==> src/rtl/mx_pkg.sv <==
// Shared sizes, lane select type and control-word packing for the 8-to-3 commutator arbiter.
package mx_pkg;

  localparam int N_IN   = 8;
  localparam int N_LANE = 3;
  localparam int SEL_W  = 3;

  typedef logic [SEL_W-1:0] lane_sel_t;

  // Lane L occupies control[L*SEL_W +: SEL_W].
  function automatic logic [N_LANE*SEL_W-1:0] pack_control(input lane_sel_t sel [N_LANE]);
    logic [N_LANE*SEL_W-1:0] word;
    word = '0;
    for (int l = 0; l < N_LANE; l++) begin
      word[l*SEL_W +: SEL_W] = sel[l];
    end
    return word;
  endfunction

endpackage

==> src/rtl/mx_lane_arbiter_rr_pick.sv <==
// Masked first-one search: returns the first set bit of vec at or after ptr, wrapping mod N_IN.
module mx_rr_pick
  import mx_pkg::*;
(
  input  logic [N_IN-1:0]  vec,
  input  logic [SEL_W-1:0] ptr,
  output logic             found,
  output logic [SEL_W-1:0] idx
);

  logic [SEL_W-1:0] pos;

  // Scan from the far end back toward ptr so the closest hit wins.
  always_comb begin
    found = 1'b0;
    idx   = '0;
    pos   = '0;
    for (int k = N_IN - 1; k >= 0; k--) begin
      pos = SEL_W'((int'(ptr) + k) % N_IN);
      if (vec[pos]) begin
        found = 1'b1;
        idx   = pos;
      end
    end
  end

endmodule

==> src/rtl/mx_lane_arbiter.sv <==
// Round-robin lane arbiter for the 8-to-3 commutator: release, preempt after MAX_HOLD, allocate idle lanes.
module mx_lane_arbiter
  import mx_pkg::*;
#(
  parameter int MAX_HOLD = 16
) (
  input  logic                    clk,
  input  logic                    rst,
  input  logic [N_IN-1:0]         req,
  output logic [N_LANE*SEL_W-1:0] control,
  output logic [N_LANE-1:0]       lane_valid,
  output logic [N_IN-1:0]         grant,
  output logic [N_IN-1:0]         waiting
);

  localparam int HOLD_W = (MAX_HOLD < 1) ? 1 : $clog2(MAX_HOLD + 1);

  lane_sel_t         owner     [N_LANE];
  lane_sel_t         owner_nxt [N_LANE];
  logic [HOLD_W-1:0] hold_cnt  [N_LANE];
  logic [HOLD_W-1:0] hold_nxt  [N_LANE];
  logic [N_LANE-1:0] valid_nxt;
  logic [N_IN-1:0]   grant_nxt;
  logic [SEL_W-1:0]  rr_ptr;
  logic [SEL_W-1:0]  rr_nxt;
  logic              drop;

  logic [N_LANE-1:0] pick_found;
  lane_sel_t         pick_idx [N_LANE];

  assign waiting = req & ~grant;

  // Each lane sees the waiting set minus whatever earlier idle lanes already took.
  for (genvar l = 0; l < N_LANE; l++) begin : g_lane
    logic [N_IN-1:0]  vin;
    logic [N_IN-1:0]  vout;
    logic             found;
    logic [SEL_W-1:0] idx;

    if (l == 0) begin : g_head
      assign vin = waiting;
    end else begin : g_tail
      assign vin = g_lane[l-1].vout;
    end

    mx_rr_pick u_pick (
      .vec   (vin),
      .ptr   (rr_ptr),
      .found (found),
      .idx   (idx)
    );

    assign vout          = (found && !lane_valid[l]) ? (vin & ~(N_IN'(1) << idx)) : vin;
    assign pick_found[l] = found;
    assign pick_idx[l]   = idx;
  end

  always_comb begin
    owner_nxt = owner;
    hold_nxt  = hold_cnt;
    valid_nxt = lane_valid;
    grant_nxt = '0;
    rr_nxt    = rr_ptr;
    drop      = 1'b0;
    for (int l = 0; l < N_LANE; l++) begin
      if (lane_valid[l]) begin
        drop = !req[owner[l]] ||
               ((MAX_HOLD != 0) && (hold_cnt[l] == HOLD_W'(MAX_HOLD)) && (|waiting));
        if (drop) begin
          valid_nxt[l] = 1'b0;
          owner_nxt[l] = '0;
          hold_nxt[l]  = '0;
        end else if (hold_cnt[l] != HOLD_W'(MAX_HOLD)) begin
          hold_nxt[l] = hold_cnt[l] + HOLD_W'(1);
        end
      end else if (pick_found[l]) begin
        // Lanes are walked in ascending order, so the last taker sets the pointer.
        valid_nxt[l] = 1'b1;
        owner_nxt[l] = pick_idx[l];
        hold_nxt[l]  = '0;
        rr_nxt       = SEL_W'((int'(pick_idx[l]) + 1) % N_IN);
      end
      if (valid_nxt[l]) begin
        grant_nxt[owner_nxt[l]] = 1'b1;
      end
    end
  end

  always_ff @(posedge clk) begin
    if (rst) begin
      lane_valid <= '0;
      grant      <= '0;
      rr_ptr     <= '0;
      for (int l = 0; l < N_LANE; l++) begin
        owner[l]    <= '0;
        hold_cnt[l] <= '0;
      end
    end else begin
      lane_valid <= valid_nxt;
      grant      <= grant_nxt;
      rr_ptr     <= rr_nxt;
      for (int l = 0; l < N_LANE; l++) begin
        owner[l]    <= owner_nxt[l];
        hold_cnt[l] <= hold_nxt[l];
      end
    end
  end

  // Idle lanes keep owner at zero, so the select fields of idle lanes read as 0.
  always_comb begin
    control = pack_control(owner);
  end

endmodule

==> config.mk <==
export PLATFORM = sky130hd
export DESIGN_NAME = mx_lane_arbiter
export DESIGN_NICKNAME = d
export VERILOG_FILES = /design/src/rtl/mx_pkg.sv /design/src/rtl/mx_lane_arbiter_rr_pick.sv /design/src/rtl/mx_lane_arbiter.sv
export SDC_FILE = /design/constraint.sdc
export NUM_CORES = 1
export LEC_CHECK = 0
export BUFFER_PORTS_ARGS = -buffer_cell sky130_fd_sc_hd__buf_2
export CAP_MARGIN = 10
export CORE_AREA = 2 2 139 141
export DETAILED_ROUTE_END_ITERATION = 8
export DIE_AREA = 0 0 141 143
export PLACE_DENSITY = 0.49
export SETUP_SLACK_MARGIN = 0.5
export SLEW_MARGIN = 25
export SYNTH_ARGS = -nofsm -noshare
export SYNTH_HDL_FRONTEND = slang
export SYNTH_SLANG_ARGS = --single-unit
export TNS_END_PERCENT = 1
==> constraint.sdc <==
create_clock -name clk -period 8.8 [get_ports clk]
set_input_delay 2.2 -clock clk [delete_from_list [all_inputs] [get_ports clk]]
set_output_delay 2.2 -clock clk [all_outputs]
set_load 0.01 [all_outputs]
==> impl_metrics.env <==
export IMPL_hold_viol=0
export IMPL_drc=0
export IMPL_initial_core_util=0.2944
export IMPL_cp_slowest_stage_delay_ps=520
export IMPL_regArea_um2=762.0
export IMPL_cts_max_path_buffers=2
export IMPL_synth_async_reset_ratio=0
export IMPL_criticalPathCategory="primary input to flip-flop"
export IMPL_syn_num_nets=746
export IMPL_globalRouteOverflowTotal=0
export IMPL_gp_congestion=0.9496
export IMPL_place_area_mm2=0.006877
export IMPL_viasPerCell=6.119
export IMPL_grt_max_degree=43
export IMPL_whs_path_depth=2
export IMPL_grt_pass1_wl_mm=36.48
export IMPL_cts_tree="yes"
export IMPL_period_minus_slack_ps=8521
export IMPL_firstDrtPassIters=5
export IMPL_clock_root_buffer="clkbuf_16"
export IMPL_maxSlewHeadroom=0.4587
export IMPL_syn_area_mm2=0.005470
export IMPL_yosysWarnings=0
export IMPL_area_growth_pct=38.52
export IMPL_grt_setup_unrepaired="true"
export IMPL_cts_sinks=38
export IMPL_grtUsageMet3=0.02649
export IMPL_wl_per_cell_um=21.37
export IMPL_clock_skew_ps=4.279
export IMPL_crit_top_cell="buf_4"
export IMPL_place_ws_ps=-142.2
export IMPL_setup_violations=0
export IMPL_worst_pin_slew_ps=791.5
export IMPL_status="completed"
export IMPL_grt_usage=0.2311
export IMPL_use_met2=0.3692
export IMPL_die_area_mm2=0.02016
export IMPL_die_w_um=141
export IMPL_cp_arrival_ps=8710
export IMPL_slowest_stage="mux4_2"
export IMPL_syn_area_per_cell_um2=7.577
export IMPL_port_buffers=37
export IMPL_netlist_instances=722
export IMPL_start_kind="primary input"
export IMPL_met1_usage=0.3246
export IMPL_cts_max_level=2
export IMPL_wirelength_mm=23.72
export IMPL_postLayoutCellArea_mm2=0.007577
export IMPL_final_nets=899
export IMPL_clk_pin_slew_ps=60
export IMPL_synth_edff_count=0
export IMPL_reg2reg_depth=32
export IMPL_slew_viol_final=0
export IMPL_fill_cells=1920
export IMPL_antenna_found_initial=0
export IMPL_io_pins=38
export IMPL_insertedDiodeCount=0
export IMPL_critPathRequiredTime_ps=8990
export IMPL_fmax_mhz=117.4
export IMPL_drive_above_1_share=0.3699
export IMPL_ant_nets=0
export IMPL_maxCapViolCount=0
export IMPL_cts_hold_fix_buffers=0
export IMPL_vias=6792
export IMPL_core_area_mm2=0.01858
export IMPL_synthFlopType="dfxtp_1"
export IMPL_end_kind="flip-flop"
export IMPL_top_usage_layer="met2"
export IMPL_finalCritPeriodShare=0.9683
export IMPL_crit_fanout=6
export IMPL_dp_hpwl_mm=18.24
export IMPL_multi_input_area_mm2=0.004815
export IMPL_rows=50
export IMPL_drtIter0Drc=599
export IMPL_hold_class="flip-flop to flip-flop"
export IMPL_ys_ff_latch=38
export IMPL_grt_pass1_vias=6311
export IMPL_synth_seq_area_share=0.1391
export IMPL_cts_buffers_inserted=5
export IMPL_fp_dieH_um=143
export IMPL_fin_ws_ps=279.3
export IMPL_clock_latency_ps=280
export IMPL_synth_cell_types=89
[per-layer routing]
layer  vias up  wire [um]
li1       3121          -
met5         -          0
met2       336      10540
met1      3275      10630
met3        60       1728
met4         0        819
[repair_timing]
item                       4_1_cts  5_1_grt
pin swaps                       23       25
setup endpoints to repair       14       20
buffers inserted                17        8
gates resized for setup         31       31
[registers in the layout, indices dropped and copies added, names as in the netlist]
name        cells
control         9
lane_valid      3
hold_cnt       15
rr_ptr          3
grant           8
[cells in the mapped netlist (9+ instances only)]
master / count / area (um^2)
nor2_1: 76 / 285.3
nand2_1: 63 / 236.5
a21oi_1: 45 / 225.2
dfxtp_1: 38 / 760.7
o21ai_0: 36 / 180.2
inv_1: 34 / 127.6
clkbuf_1: 33 / 123.9
a31oi_1: 25 / 156.4
mux4_2: 25 / 563.0
nand3_1: 20 / 100.1
mux2i_1: 19 / 190.2
a22oi_1: 15 / 112.6
a211oi_1: 14 / 105.1
ha_1: 14 / 175.2
nor3_1: 13 / 65.06
a21o_1: 11 / 82.58
and3_1: 10 / 62.56
nand4_1: 10 / 62.56
xor2_1: 10 / 87.58
nand2b_1: 9 / 56.30
nor2b_1: 9 / 56.30
[cells in the final DEF, fill, tap and decap left out, types with 5 or more instances in the layout]
cell / count
ha_2: 5
xor2_1: 10
buf_2: 35
mux4_2: 25
mux2i_1: 16
a22oi_1: 14
clkbuf_16: 5
xnor2_1: 5
a21oi_2: 8
o22ai_1: 8
a31oi_4: 5
a31oi_1: 18
a211o_1: 5
nand4_1: 10
a21oi_1: 36
mux2_2: 5
and3_1: 8
ha_1: 8
inv_1: 34
o21ai_0: 35
nor2b_1: 8
buf_4: 154
a21o_1: 11
nand3_1: 20
o211ai_1: 7
nand2_1: 63
dfxtp_1: 37
a311oi_1: 5
nor2_1: 74
nand2b_1: 7
a211oi_1: 11
nor3_1: 12
a31o_2: 5
[final cells by class]
type	instances	share of cell area
Clock buffer	5	0.01651
Tap cell	234	0.03864
Clock inverter	3	0.009082
Timing Repair Buffer	193	0.1816
Sequential cell	38	0.1006
Multi-Input combinational cell	601	0.6354
Inverter	36	0.01816
[worst max-delay path, delay by kind of cell]
family / cells / cell delay (ps)
fa+ha+maj: 2 / 390
compound gates: 16 / 3350
mux: 2 / 1010
simple gates: 5 / 890
buf+inv: 6 / 860
[per-stage QoR]
step	util	hold slack, ps	std cells	TNS, ps
after floorplan	-	478.7	722	0
after global placement	0.3701	500.0	1077	-992.1
after detailed placement	0.3701	509.9	1077	-947.4
after CTS	0.3954	524.9	1102	0
after global routing	0.4078	566.1	1110	0
final	0.4078	520.2	1110	0
[final timing paths]
kind	startpoint	endpoint	slack [ps]
setup reg to reg	rr_ptr[0]$_SDFF_PP0_	rr_ptr[2]$_SDFF_PP0_	1040
setup / recovery	req[7]	rr_ptr[2]$_SDFF_PP0_	280
hold reg to reg	hold_cnt[9]$_SDFFE_PP0P_	hold_cnt[9]$_SDFFE_PP0P_	520
hold / removal	hold_cnt[9]$_SDFFE_PP0P_	hold_cnt[9]$_SDFFE_PP0P_	520
[cells by family after synthesis]
kind of cell,count (synthesis),synth area share
xor+xnor,15,0.02402
mux,54,0.1587
compound gates,268,0.3571
simple gates,250,0.2276
fa+ha+maj,14,0.03202
buf+inv,83,0.06153
flops,38,0.1391
Power is left out: the tool's default activity adds up to more than one toggle a clock period on the data nets, which glitch-free logic cannot reach.
